`src/rtl/bus_codes_pkg.sv`:
```
// Bus source/destination codes and the scheduler state encoding shared by the
// bus transfer scheduler, its arbiter and the requesters that drive it.
package bus_codes_pkg;

    localparam int CODE_W = 5;
    typedef logic [CODE_W-1:0] code_t;

    localparam code_t SRC_R0     = 5'd0;
    localparam code_t SRC_R1     = 5'd1;
    localparam code_t SRC_R2     = 5'd2;
    localparam code_t SRC_R3     = 5'd3;
    localparam code_t SRC_R4     = 5'd4;
    localparam code_t SRC_R5     = 5'd5;
    localparam code_t SRC_R6     = 5'd6;
    localparam code_t SRC_R7     = 5'd7;
    localparam code_t SRC_R8     = 5'd8;
    localparam code_t SRC_R9     = 5'd9;
    localparam code_t SRC_R10    = 5'd10;
    localparam code_t SRC_R11    = 5'd11;
    localparam code_t SRC_R12    = 5'd12;
    localparam code_t SRC_R13    = 5'd13;
    localparam code_t SRC_R14    = 5'd14;
    localparam code_t SRC_R15    = 5'd15;
    localparam code_t SRC_HI     = 5'd16;
    localparam code_t SRC_LO     = 5'd17;
    localparam code_t SRC_ZHI    = 5'd18;
    localparam code_t SRC_ZLO    = 5'd19;
    localparam code_t SRC_PC     = 5'd20;
    localparam code_t SRC_MDR    = 5'd21;
    localparam code_t SRC_INPORT = 5'd22;
    localparam code_t SRC_CSIGN  = 5'd23;
    localparam code_t SRC_LAST   = SRC_CSIGN;

    // 31 means "mux drives 0" on the source side and "load nothing" on the destination side.
    localparam code_t SRC_IDLE = 5'd31;
    localparam code_t DST_NONE = 5'd31;

    typedef enum logic [1:0] {
        ST_IDLE     = 2'd0,
        ST_DRIVE    = 2'd1,
        ST_WAIT_MEM = 2'd2
    } sched_state_t;

    function automatic logic src_is_valid(input code_t src);
        return (src <= SRC_LAST);
    endfunction

    function automatic logic [31:0] dst_decode(input code_t dst);
        logic [31:0] oh;
        oh = 32'd1 << dst;
        if (dst == DST_NONE) begin
            oh = '0;
        end
        return oh;
    endfunction

endpackage

```
`src/rtl/bus_xfer_sched_if.sv`:
```
// Request/response bundle between the transfer requesters and the bus scheduler;
// the scheduler takes the slave side, requesters the master side.
interface bus_xfer_sched_if #(
    parameter int NREQ = 4
);
    import bus_codes_pkg::*;

    localparam int IDX_W = $clog2(NREQ);

    logic [NREQ-1:0]        req;
    logic [CODE_W*NREQ-1:0] req_src;
    logic [CODE_W*NREQ-1:0] req_dst;
    logic                   mem_rdy;
    logic [NREQ-1:0]        ack;
    logic                   err;
    code_t                  bus_sel;
    logic [31:0]            dst_ld;
    logic [IDX_W-1:0]       grant_id;
    logic                   busy;

    modport slave (
        input  req, req_src, req_dst, mem_rdy,
        output ack, err, bus_sel, dst_ld, grant_id, busy
    );

    modport master (
        output req, req_src, req_dst, mem_rdy,
        input  ack, err, bus_sel, dst_ld, grant_id, busy
    );

endinterface

```
`src/rtl/rr_arbiter.sv`:
```
// Combinational round-robin picker: first requester at or after ptr (wrapping)
// whose request survives the mask.
module rr_arbiter #(
    parameter  int NREQ  = 4,
    localparam int IDX_W = $clog2(NREQ)
) (
    input  logic [NREQ-1:0]  req,
    input  logic [NREQ-1:0]  mask,
    input  logic [IDX_W-1:0] ptr,
    output logic [NREQ-1:0]  grant,
    output logic [IDX_W-1:0] grant_idx,
    output logic             valid
);

    logic [NREQ-1:0] elig;

    assign elig = req & mask;

    always_comb begin : search
        int               j;
        logic [IDX_W-1:0] idx;
        grant     = '0;
        grant_idx = '0;
        valid     = 1'b0;
        j         = 0;
        idx       = '0;
        for (int i = 0; i < NREQ; i++) begin
            j = int'(ptr) + i;
            if (j >= NREQ) begin
                j = j - NREQ;
            end
            idx = IDX_W'(j);
            if (!valid && elig[idx]) begin
                valid      = 1'b1;
                grant[idx] = 1'b1;
                grant_idx  = idx;
            end
        end
    end

endmodule

```
`src/rtl/bus_xfer_sched.sv`:
```
// Round-robin bus transfer scheduler: one source-to-destination transfer per cycle,
// with MDR-sourced transfers held until memory data is ready or a timeout fires.
module bus_xfer_sched
    import bus_codes_pkg::*;
#(
    parameter int NREQ    = 4,
    parameter int TIMEOUT = 16
) (
    input logic             clock,
    input logic             reset,
    bus_xfer_sched_if.slave bus
);

    localparam int IDX_W = $clog2(NREQ);
    localparam int CNT_W = $clog2(TIMEOUT);

    sched_state_t     state, state_nxt;
    logic [CNT_W-1:0] cnt, cnt_nxt;
    logic [IDX_W-1:0] ptr, ptr_nxt;
    logic [IDX_W-1:0] cur_id, cur_id_nxt;
    logic [NREQ-1:0]  cur_oh, cur_oh_nxt;
    code_t            cur_src, cur_src_nxt;
    code_t            cur_dst, cur_dst_nxt;

    logic [NREQ-1:0]  arb_mask;
    logic [NREQ-1:0]  arb_grant;
    logic [IDX_W-1:0] arb_idx;
    logic             arb_valid;
    logic             arb_en;

    code_t            bus_sel_p0, bus_sel_p1;
    logic [31:0]      dst_ld_p0, dst_ld_p1;
    logic [NREQ-1:0]  ack_p0, ack_p1;
    logic             err_p0, err_p1;
    logic             busy_p0, busy_p1;
    logic [IDX_W-1:0] grant_id_p0, grant_id_p1;

    // The requester just finished is skipped for the round in which it completes.
    assign arb_mask = (state == ST_IDLE) ? '1 : ~cur_oh;

    rr_arbiter #(
        .NREQ (NREQ)
    ) u_arb (
        .req       (bus.req),
        .mask      (arb_mask),
        .ptr       (ptr),
        .grant     (arb_grant),
        .grant_idx (arb_idx),
        .valid     (arb_valid)
    );

    always_comb begin
        state_nxt   = state;
        cnt_nxt     = cnt;
        ptr_nxt     = ptr;
        cur_id_nxt  = cur_id;
        cur_oh_nxt  = cur_oh;
        cur_src_nxt = cur_src;
        cur_dst_nxt = cur_dst;
        arb_en      = 1'b0;
        bus_sel_p0  = SRC_IDLE;
        dst_ld_p0   = '0;
        ack_p0      = '0;
        err_p0      = 1'b0;
        busy_p0     = 1'b0;
        grant_id_p0 = cur_id;

        unique case (state)
            ST_IDLE: begin
                arb_en = 1'b1;
            end
            ST_DRIVE: begin
                busy_p0    = 1'b1;
                bus_sel_p0 = cur_src;
                if (!src_is_valid(cur_src)) begin
                    ack_p0 = cur_oh;
                    err_p0 = 1'b1;
                    arb_en = 1'b1;
                end else if ((cur_src == SRC_MDR) && !bus.mem_rdy) begin
                    state_nxt = ST_WAIT_MEM;
                    cnt_nxt   = '0;
                end else begin
                    ack_p0    = cur_oh;
                    dst_ld_p0 = dst_decode(cur_dst);
                    arb_en    = 1'b1;
                end
            end
            ST_WAIT_MEM: begin
                busy_p0    = 1'b1;
                bus_sel_p0 = cur_src;
                // Ready data wins over a timeout landing in the same cycle.
                if (bus.mem_rdy) begin
                    ack_p0    = cur_oh;
                    dst_ld_p0 = dst_decode(cur_dst);
                    arb_en    = 1'b1;
                end else if (cnt == CNT_W'(TIMEOUT - 1)) begin
                    ack_p0 = cur_oh;
                    err_p0 = 1'b1;
                    arb_en = 1'b1;
                end else begin
                    cnt_nxt = cnt + CNT_W'(1);
                end
            end
            default: begin
                state_nxt = ST_IDLE;
            end
        endcase

        if (arb_en) begin
            state_nxt = arb_valid ? ST_DRIVE : ST_IDLE;
            if (arb_valid) begin
                cur_id_nxt  = arb_idx;
                cur_oh_nxt  = arb_grant;
                cur_src_nxt = bus.req_src[CODE_W*arb_idx +: CODE_W];
                cur_dst_nxt = bus.req_dst[CODE_W*arb_idx +: CODE_W];
                ptr_nxt     = (arb_idx == IDX_W'(NREQ - 1)) ? '0 : arb_idx + IDX_W'(1);
            end
        end
    end

    always_ff @(posedge clock) begin
        if (reset) begin
            state  <= ST_IDLE;
            cnt    <= '0;
            ptr    <= '0;
            cur_id <= '0;
            cur_oh <= '0;
        end else begin
            state  <= state_nxt;
            cnt    <= cnt_nxt;
            ptr    <= ptr_nxt;
            cur_id <= cur_id_nxt;
            cur_oh <= cur_oh_nxt;
        end
    end

    always_ff @(posedge clock) begin
        cur_src <= cur_src_nxt;
        cur_dst <= cur_dst_nxt;
    end

    // p0 -> p1: bus select, load enables and handshake leave together from one register stage.
    always_ff @(posedge clock) begin
        if (reset) begin
            bus_sel_p1  <= SRC_IDLE;
            dst_ld_p1   <= '0;
            ack_p1      <= '0;
            err_p1      <= 1'b0;
            busy_p1     <= 1'b0;
            grant_id_p1 <= '0;
        end else begin
            bus_sel_p1  <= bus_sel_p0;
            dst_ld_p1   <= dst_ld_p0;
            ack_p1      <= ack_p0;
            err_p1      <= err_p0;
            busy_p1     <= busy_p0;
            grant_id_p1 <= grant_id_p0;
        end
    end

    assign bus.bus_sel  = bus_sel_p1;
    assign bus.dst_ld   = dst_ld_p1;
    assign bus.ack      = ack_p1;
    assign bus.err      = err_p1;
    assign bus.busy     = busy_p1;
    assign bus.grant_id = grant_id_p1;

endmodule

```
`src/flat_wrapper.sv`:
```
// flat-port wrapper written by rule: the top's interface ports become plain ports
module bus_xfer_sched_flat import bus_codes_pkg::*;
#(
    parameter int NREQ    = 4,
    parameter int TIMEOUT = 16
)
  (clock, reset, bus_req, bus_req_src, bus_req_dst, bus_mem_rdy, bus_ack, bus_err, bus_bus_sel, bus_dst_ld, bus_grant_id, bus_busy);
  bus_xfer_sched_if #(.NREQ(NREQ)) bus_i ();
  input logic clock;
  input logic reset;
  input wire logic [$bits(bus_i.req)-1:0] bus_req;
  input wire logic [$bits(bus_i.req_src)-1:0] bus_req_src;
  input wire logic [$bits(bus_i.req_dst)-1:0] bus_req_dst;
  input wire logic [$bits(bus_i.mem_rdy)-1:0] bus_mem_rdy;
  output wire logic [$bits(bus_i.ack)-1:0] bus_ack;
  output wire logic [$bits(bus_i.err)-1:0] bus_err;
  output wire logic [$bits(bus_i.bus_sel)-1:0] bus_bus_sel;
  output wire logic [$bits(bus_i.dst_ld)-1:0] bus_dst_ld;
  output wire logic [$bits(bus_i.grant_id)-1:0] bus_grant_id;
  output wire logic [$bits(bus_i.busy)-1:0] bus_busy;
  assign bus_i.req = bus_req;
  assign bus_i.req_src = bus_req_src;
  assign bus_i.req_dst = bus_req_dst;
  assign bus_i.mem_rdy = bus_mem_rdy;
  assign bus_ack = bus_i.ack;
  assign bus_err = bus_i.err;
  assign bus_bus_sel = bus_i.bus_sel;
  assign bus_dst_ld = bus_i.dst_ld;
  assign bus_grant_id = bus_i.grant_id;
  assign bus_busy = bus_i.busy;
  bus_xfer_sched #(.NREQ(NREQ), .TIMEOUT(TIMEOUT)) u_core (.clock(clock), .reset(reset), .bus(bus_i));
endmodule
```
`config.mk`:
```
export PLATFORM = sky130hd
export DESIGN_NAME = bus_xfer_sched_flat
export DESIGN_NICKNAME = d
export VERILOG_FILES = /design/src/rtl/bus_codes_pkg.sv /design/src/rtl/bus_xfer_sched_if.sv /design/src/rtl/rr_arbiter.sv /design/src/rtl/bus_xfer_sched.sv /design/src/flat_wrapper.sv
export SDC_FILE = /design/constraint.sdc
export NUM_CORES = 1
export LEC_CHECK = 0
export CAP_MARGIN = 10
export CORE_ASPECT_RATIO = 2
export CORE_MARGIN = 2
export CORE_UTILIZATION = 48
export DETAILED_ROUTE_END_ITERATION = 6
export PLACE_DENSITY_LB_ADDON = 0.25
export SKIP_CTS_REPAIR_TIMING = 1
export SYNTH_ARGS = -nofsm -noshare
export SYNTH_HDL_FRONTEND = slang
export SYNTH_SLANG_ARGS = --single-unit
```
`constraint.sdc`:
```
create_clock -name clock -period 3 [get_ports clock]
set_clock_uncertainty 0.05 [all_clocks]
set_input_delay 0.6 -clock clock [delete_from_list [all_inputs] [get_ports clock]]
set_output_delay 0.6 -clock clock [all_outputs]
set_load 0.02 [all_outputs]
```
## After elaboration in Yosys (flattened, before gate mapping)

Index checks and enable logic that the tools add are counted.

| operators by class | value |
|---|---|
| add/subtract/negate cells | 9 |
| multiply operators | 1 |
| divide/modulo/power cells | 0 |
| order comparisons | 13 |
| equality and inequality tests | 13 |
| shift-type cells | 3 |
| muxes and demuxes | 63 |
| bitwise operators | 6 |
| reduce and logical (&&, ||, !) cells | 20 |

Operator list:

| operator | number |
|---|---|
| $mux 32 | 4 |
| $pmux 32 s2 | 1 |
| $mux 4 | 13 |
| $shiftx 20x6->5 | 2 |
| $shl 1x5->32 const A | 1 |
| $mux 2 | 12 |
| $mux 1 | 20 |
| $pmux 4 s2 | 2 |
| $lt 2x3->1 const B | 4 |
| $or 4x4->4 | 3 |
| $eq 5x5->1 const B | 2 |
| $ge 3x3->1 const B | 3 |
| $bmux 1 s2 | 4 |
| $demux 1 s2 | 4 |
| $ge 2x1->1 const B | 4 |
| $logic_and 1x1->1 | 8 |
| $sub 2x1->2 const B | 4 |
| $add 2x2->3 const B | 2 |
| $ne 2x1->1 const B | 3 |
| $ne 3x1->1 const B | 2 |
| $reduce_or 2->1 | 3 |
| $le 5x5->1 const B | 1 |
| $mul 3x2->5 const A | 1 |
| $reduce_and 5->1 | 1 |
| other kinds (19) | 24 |

| word-level totals | value |
|---|---|
| bits in registers | 69 |
| bits in latches | 0 |
| bits in writable memories | 0 |
| bits in read-only memories | 0 |
| bits of input ports | 47 |
| output and inout port bits | 45 |
| logic and storage cells | 141 |
| memories kept | 0 |

## Depth between registers and ports, before layout

Gate-level depths: netlist of run 1.

| depth | value |
|---|---|
| depth after elaboration | 17 |
| depth in mapped cells | 14 |
| gate-level depth less buffers | 11 |

## Modules after synthesis

A second synthesis of run 1 with hierarchy kept.

| unflattened totals | value |
|---|---|
| cells, all modules | 306 |
| area, all modules | 3271.9 um^2 |

Modules (own cells, without submodules):

| module | instances | cells an instance | area each (um^2) | sequential area each (um^2) |
|---|---|---|---|---|
| bus_xfer_sched | 1 | 230 | 2667.6 | 1481.4 |
| rr_arbiter | 1 | 76 | 604.3 | 0.0 |

## Least setup slack after synthesis of run 1

Ideal clock, no wire load.

| path | value |
|---|---|
| path kind | register -> register |
| from | register u_core.ptr[1] |
| to | register u_core.ptr[1] |
| setup time | 132 ps |
| arrival | 2452 ps |
| data required time | 2818 ps |
| slack | 366 ps |
| stages on the path, launching flop included | 13 |
| buffers on the path | 3 |
| period minus slack after synthesis | 2634 ps |
| cell sequence | dfxtp_1 -> buf_2 -> inv_1 -> ha_1 -> or3_1 -> or3_1 -> and4_4 -> buf_6 -> buf_2 -> nand2_1 -> ha_1 -> nand2_1 -> a21oi_1 |

| on the way | value |
|---|---|
| longest elaborated chain between the ends | 16 |
| elaborated cells on any way between the ends | 41 |
| those cells by class | add/sub: 8; order compare: 4; eq/ne: 1; mux: 21; reduce/logical: 7 |

Ends and longest elaborated chain:

| what | RTL line | text |
|---|---|---|
| start: declaration | bus_xfer_sched.sv:19 | `logic [IDX_W-1:0] ptr, ptr_nxt;` |
| start signal: assignment | bus_xfer_sched.sv:131 | `ptr <= ptr_nxt;` |
| parallel branches: the longest is 13 deep, another holds $add 2x1->3 | n/a |  |
| $mux 2 * | rr_arbiter.sv:33 | `if (!valid && elig[idx]) begin` |
| named net u_core.arb_idx[0] | bus_xfer_sched.sv:27 | `logic [IDX_W-1:0] arb_idx;` |
| $add 2x1->2 / $eq 2x2->1 (equally long branches) | bus_xfer_sched.sv:116 | `ptr_nxt = (arb_idx == IDX_W'(NREQ - 1)) ? '0 : arb_idx + IDX_W'(1);` |
| $mux 2 * | bus_xfer_sched.sv:116 |  |

Mark *: on every way through the listed nets, which the timed path passes. The select of a mux whose other input is x is not followed.
A chain may end at the register's enable or synchronous reset.

## Worst setup path in the final report of run 1

| path | value |
|---|---|
| from | register u_core.state[0] |
| to | register u_core.cur_src[2], data pin |

| on the way | value |
|---|---|
| longest elaborated chain between the ends | 17 |
| elaborated cells on any way between the ends | 26 |
| those cells by class | mul: 1; shift: 1; mux: 16; bitwise: 1; reduce/logical: 7 |

Ends and longest elaborated chain:

| what | RTL line | text |
|---|---|---|
| start: declaration | bus_xfer_sched.sv:17 | `sched_state_t state, state_nxt;` |
| start signal: assignment | bus_xfer_sched.sv:129 | `state <= state_nxt;` |
| $logic_not 2->1 * | bus_xfer_sched.sv:39 | `assign arb_mask = (state == ST_IDLE) ? '1 : ~cur_oh;` |
| $mux 4 * | bus_xfer_sched.sv:39 |  |
| $and 4x4->4 * | rr_arbiter.sv:17 | `assign elig = req & mask;` |
| $bmux 1 s2 | rr_arbiter.sv:33 |  |
| $mux 1 (implied by the code) | rr_arbiter.sv:33 |  |
| $mux 1 | rr_arbiter.sv:33 |  |
| $logic_not 1->1 | rr_arbiter.sv:33 |  |
| $logic_and 1x1->1 | rr_arbiter.sv:33 |  |
| $mux 1 | rr_arbiter.sv:33 |  |
| $logic_not 1->1 | rr_arbiter.sv:33 |  |
| $logic_and 1x1->1 | rr_arbiter.sv:33 |  |
| $mux 1 | rr_arbiter.sv:33 |  |
| $logic_not 1->1 | rr_arbiter.sv:33 |  |
| $logic_and 1x1->1 | rr_arbiter.sv:33 |  |
| $mux 2 * | rr_arbiter.sv:33 |  |
| $mul 3x2->5 * | bus_xfer_sched.sv:114 | `cur_src_nxt = bus.req_src[CODE_W*arb_idx +: CODE_W];` |
| $shiftx 20x6->5 * | bus_xfer_sched.sv:114 |  |
| end signal: assignment | bus_xfer_sched.sv:138 | `cur_src <= cur_src_nxt;` |
| end: declaration | bus_xfer_sched.sv:22 | `code_t cur_src, cur_src_nxt;` |

Every way passes the cells marked *; elsewhere a longest branch is shown, timed or not. The select of a mux whose other input is x is not followed.

==> results of run 1 <==
## metrics by stage
step	area [um2]	worst slack [ps]	utilization [%]
2_1_floorplan	3370	366	-
3_3_place_gp	4450	188	64.6
3_5_place_dp	4450	80.2	64.6
4_1_cts	4750	166	69.0
5_1_grt	4760	73.2	69.1
6_report	4760	272	69.1
## cell families after synthesis
kind of cell    after synthesis  share of synthesized area (%)
buf+inv                      37                           5.17
simple gates                182                           28.4
flops                        69                           44.0
mux                           2                          0.966
fa+ha+maj                    10                           3.72
other cells                   1                          0.111
compound gates               81                           17.7
## synthesized netlist by cell type (7+ instances only)
cell type,count
dfxtp_1,59
nor2_1,44
nand3_1,31
nand2_1,23
nand4_1,23
o21ai_0,20
nand2b_1,15
a21oi_1,14
nor3_1,13
inv_1,12
a22o_1,10
buf_2,10
edfxtp_1,10
ha_1,10
clkbuf_1,7
## registers in the layout, summed over array words and instances, names as in the netlist, 2 cells and up
register and cells:
u_core.ptr 2, u_core.bus.grant_id 2, u_core.bus.dst_ld 32, u_core.state 2, u_core.bus.ack 4, u_core.cur_id 2, u_core.cur_src 5, u_core.cur_dst 5
u_core.cnt 4, u_core.cur_oh 4, u_core.bus.bus_sel 5
## power breakdown
group          switching, mW  internal (mW)
clock network          0.367          0.678
logic                   1.04          0.779
registers              0.130           1.13
total                   1.54           2.59
## layer usage
metal	up-vias	part of all wire, %
met1	1546	31
li1	1599	-
met3	41	3.2
met5	-	0
met4	0	5.9
met2	120	60
## path summary, 6_finish.rpt
| kind | from | to | slack (ps) | depth (start not counted) |
|---|---|---|---|---|
| setup / recovery | u_core.state[0] | u_core.cur_src[2] | 270 | 9 |
| hold / removal | u_core.cur_src[1] | u_core.bus.bus_sel[1] | 390 | 1 |
| setup reg to reg | u_core.state[0] | u_core.cur_src[2] | 270 | 9 |
| hold reg to reg | u_core.cur_src[1] | u_core.bus.bus_sel[1] | 390 | 1 |
## layout make-up
class	count	area share (%)
Multi-Input combinational cell	276	36.0
Sequential cell	69	31.1
Timing Repair Buffer	112	23.0
Clock buffer	16	6.37
Tap cell	90	2.37
Inverter	14	1.10
==> out/qor.yml, run 1 <==
status:
  outcome: "complete, no violations"
worst_setup_path:
  worstPathCellList: "inv_1, ha_2, nand2b_4, a21oi_1, o22ai_1, o22a_1, buf_12, a22o_1, nand3_1"
  crit_type: "reg -> reg"
  cp.arrival_ps: 2870
  path_buf_inv: 2
  critPathSlowestCell: "a21oi_1"
  critical-path-top-delay-family: "compound AO/OA/AOI/OAI gates"
  critPathMaxStageDelay_ps: 480
  end_kind: "register"
  crit_required_ps: 3140
  startpoint_type: "register"
  crit_fanout: 27
global_route:
  grtUsageTotal_pct: 26.9
  grt_use_met1_pct: 22.3
  met2_usage_pct: 55.3
  grt_most_used_layer: "met2"
  grt_max_degree: 34
  antenna_found_initial: 0
  grtUsageMet3_pct: 3.94
  overflow: 0
  grt_pass1_wl_um: 15700
  grt_pass1_vias: 3280
clock_network:
  clock_sinks: 69
  clock_latency_ps: 330
  clk_pin_slew_ps: 50
  clockRootBuffer: "clkbuf_16"
  htreeDepth: 3
  clk_path_buf_depth: 2
  cts_buffers: 9
  cts_tree: "built"
synthesis:
  syn_nets: 439
  synth_cell_types: 58
  synth_top_area_cell: "dfxtp_1"
  synth_warnings: 0
  synth-edff-count: 10
  netlist_instances: 382
  synth_top_area_share_pct: 35.1
  yosysSeqAreaShare_pct: 44.0
  synth_ff_type: "dfxtp_1"
  ys_ff_latch: 69
  synth_area_leaders: "dfxtp_1, edfxtp_1, nor2_1"
  synthArstFlopShare_pct: 0
  syn-cell-area_um2: 3370
  postSynthAreaPerCell_um2: 8.81
timing:
  worst_pin_slew_ps: 577
  rsz0062_at_grt: "no"
  timing.hold.ws_ps: 393
  fin_tns_setup_ps: 0
  fin_crit_ps: 2730
  finalSetupViolations: 0
  hold_violations: 0
  min_period_over_period_pct: 90.9
  fmax_mhz: 367
  max_slew_margin_pct: 61.5
  slew_violations: 0
route:
  drcViolationCount: 0
  initialDrtViolationCount: 187
  via_count: 3306
  wire_per_inst_um: 17.9
  antenna_left: 0
  wl_um: 10300
  via_per_inst: 5.73
  firstDrtPassIters: 4
die:
  ios: 92
  start_util_pct: 48.9
  chipHeight_um: 122
  coreArea_um2: 6890
  die_w_um: 63.2
  floorplan.rows: 43
  die-area_um2: 7740
finish:
  final_common_cell: "clkdlybuf4s50_1"
  n_antenna_cell: 0
  area_growth_pct: 41.3
  drive_above_1_share_pct: 11.1
  nets: 539
  multi_input_comb_area_um2: 1710
  fill_cells: 585
  final_cell_mix: "clkdlybuf4s50_1, dfxtp_1, nor2_1, nand3_1"
  finalNonFillerCells: 577
  seqCellArea_um2: 1480
power_and_ir_drop:
  p_leak_nw: 1.80
  power_mw: 4.13
  p_per_area_nw_per_um2: 868
  ir_drop_mv: 0.573
placement:
  numPortBuffers: 91
  hpwl_um: 7920
  place_inst: 561
  gp_congestion: 0.955
worst_hold_path:
  min_path_type: "reg -> reg"
flow_run:
  drv_cap: 0
Power figures use the tool's default switching activity.
==> inputs of run 2 (changes only) <==
Settings changed: SYNTH_HIERARCHICAL set to 1.
==> run 2 against run 1 <==
Compared with the run above:
- maximum frequency is 6.1% lower
- sequential power barely moved
- worst setup slack got worse by 180 ps
- non-clock buffer count is 15 higher
- worst hold slack better by 23 ps
- first-iteration DRC count down 0.53%
- core utilization grew 4.3 points
- cell area up 2.1%
- clock-buffer cell count fell by 3
- via count fell by 8.4%
- critical path type unchanged
- largest cell class unchanged
==> out/qor.yml, run 2 <==
worst_setup_path:
  cp.arrival_ps: 2910
  r2r_end: "u_core/cur_src[1]"
  critPathMaxStageDelay_ps: 500
  rrSetupSlack_ps: 100
  crit_fanout: 7
  path_buf_inv: 2
  cpMostUsedCell: "mux4_2"
  worstPathCellList: "inv_2, ha_4, nand2b_1, and2_1, mux4_2, o31ai_2, a22o_2, buf_12, mux4_2"
  critPathSlowestCell: "mux4_2"
  worst-r2r-cell-count: 9
  cp_num_cells: 9
  critical-path-top-delay-family: "multiplexers"
  startpoint_type: "register"
  end_kind: "register"
  crit_type: "reg -> reg"
  crit_required_ps: 3010
  timing.rr.start: "u_core/state[0]"
clock_network:
  cts_tree: "built"
  cts_buffers: 9
  clk_path_buf_depth: 2
  clk_pin_slew_ps: 50
  htreeDepth: 3
  clockRootBuffer: "clkbuf_16"
  clock_latency_ps: 330
  clock_sinks: 69
route:
  wire_per_inst_um: 18.3
  wl_um: 9480
  via_per_inst: 5.86
  drcViolationCount: 0
  initialDrtViolationCount: 186
  antenna_left: 0
  firstDrtPassIters: 5
  via_count: 3029
worst_hold_path:
  hold_end: "u_core/bus.grant_id[0]"
  min-delay-start: "u_core/cur_id[0]"
  min_path_type: "reg -> reg"
  min_delay_path_depth: 1
timing:
  fin_crit_ps: 2900
  worst_pin_slew_ps: 583
  min_period_over_period_pct: 96.8
  fmax_mhz: 344
  hold_violations: 0
  rsz0062_at_grt: "no"
  worst_slack_ps: 96.2
  slew_violations: 0
  finalSetupViolations: 0
  fin_tns_setup_ps: 0
  max_slew_margin_pct: 60.9
synthesis:
  synth_area_leaders: "dfxtp_1, mux4_2, edfxtp_1"
  ys_ff_latch: 69
  synth_top_area_share_pct: 36.1
  yosysSeqAreaShare_pct: 45.3
  synth_cell_types: 51
  syn-cell-area_um2: 3270
  yosysMostFrequentCell: "dfxtp_1"
  postSynthAreaPerCell_um2: 10.7
  synth_warnings: 6
  synthArstFlopShare_pct: 0
  synth-edff-count: 10
  syn_nets: 367
  netlist_instances: 306
  synth_top_area_cell: "dfxtp_1"
  synth_ff_type: "dfxtp_1"
  synth_top_cells_by_count: "dfxtp_1, nor4_1, nand2_1"
status:
  outcome: "complete, no violations"
power_and_ir_drop:
  power_mw: 4.61
  clkPwrFrac_pct: 22.5
  p_leak_nw: 1.82
  p_per_area_nw_per_um2: 950
  swShare_pct: 36.1
  pwr-share-seq_pct: 28.0
  p_sw_mw: 1.67
  p_comb_share_pct: 49.5
  ir_drop_mv: 0.581
  p_int_mw: 2.95
die:
  ios: 92
  die_w_um: 62.4
  die-area_um2: 7530
  coreArea_um2: 6620
  start_util_pct: 49.4
  floorplan.rows: 42
  chipHeight_um: 121
global_route:
  overflow: 0
  antenna_found_initial: 0
  grt_pass1_vias: 3064
  grtUsageTotal_pct: 26.4
  grt_max_degree: 32
  grt_pass1_wl_um: 15000
finish:
  finalNonFillerCells: 517
  largest_register_ffs: 32
  fin_area_um2: 4860
  final_cell_mix: "clkdlybuf4s50_1, dfxtp_1, nor4_1, buf_4, nand2_1"
  nets: 486
  area_growth_pct: 48.5
  n_antenna_cell: 0
  drive_above_1_share_pct: 18.9
  final_common_cell: "clkdlybuf4s50_1"
placement:
  numPortBuffers: 91
  hpwl_um: 7260
  place_ws_ps: -181
  dpl_cell_area_um2: 4490
  place_inst: 500
  gp_congestion: 0.992
flow_run:
  drv_cap: 0
[run 2: cell types whose count changed after synthesis, moves of 7 or more]
cell     change
nor4_1      +31
nand3_1     -25
a22o_1       -8
nand4_1     -22
nor2_1      -33
a21oi_1      -7
mux4_2      +14
o21ai_0     -12
[run 2: how the worst max path moves through the flow]
| stage | slack (ps) | end | startpoint |
|---|---|---|---|
| after floorplan | 20 | u_core/cur_dst[0] | u_core/state[0] |
| after global placement | -120 | u_core/cur_src[3] | bus_req[1] |
| after detailed placement | -180 | u_core/cur_src[1] | bus_req[0] |
| after CTS | -20 | u_core/cur_src[1] | u_core/state[0] |
| after global routing | 0.07 | u_core/ptr[0] | u_core/state[1] |
| final | 100 | u_core/cur_src[1] | u_core/state[0] |
[run 2: per-layer routing]
metal  share of wire [%]  up-vias  routed length (um)  track usage (%)
li1                    -     1400                   -                -
met2                  62      154                5840             54.9
met4                 4.7        0                 447             16.3
met1                  29     1436                2740             22.0
met3                 4.8       39                 452             4.37
met5                   0        -                   0                0
[run 2: worst reg2reg max path: cells and delay by family (launching register included)]
kind            cells  cell delay, ps
mux                 2            1000
compound gates      2             490
flops               1             350
simple gates        2             340
buf+inv             2             220
fa+ha+maj           1             180
[run 2: kinds of logic after synthesis]
logic type                 synth area share, %
adders and majority gates                 5.35
buffers and inverters                     3.79
muxes                                     13.2
AOI/OAI and AO/OA                         10.7
other                                    0.115
and+or+nand+nor                           21.6
DFF                                       45.3
[run 2: power by group through the flow]
stage,clock (mW),sequential [mW],combinational (mW)
2_1_floorplan,0,1.30,1.35
3_5_place_dp,0,1.29,2.11
4_1_cts,1.05,1.28,2.13
5_1_grt,1.10,1.30,2.44
3_3_place_gp,0,1.29,2.06
6_report,1.04,1.29,2.28
[run 2: layout make-up]
type | count | area, um2
Multi-Input combinational cell | 210 | 1700
Inverter | 8 | 30.0
Clock buffer | 13 | 293
Fill cell | 505 | 1760
Sequential cell | 69 | 1480
Tap cell | 88 | 110
Clock inverter | 2 | 12.5
Timing Repair Buffer | 127 | 1220
[run 2: stage by stage]
stage / utilization, % / hold WS (ps)
2_1_floorplan: - / 369
3_3_place_gp: 67.8 / 398
3_5_place_dp: 67.8 / 411
4_1_cts: 72.4 / 415
5_1_grt: 73.4 / 423
6_report: 73.4 / 416
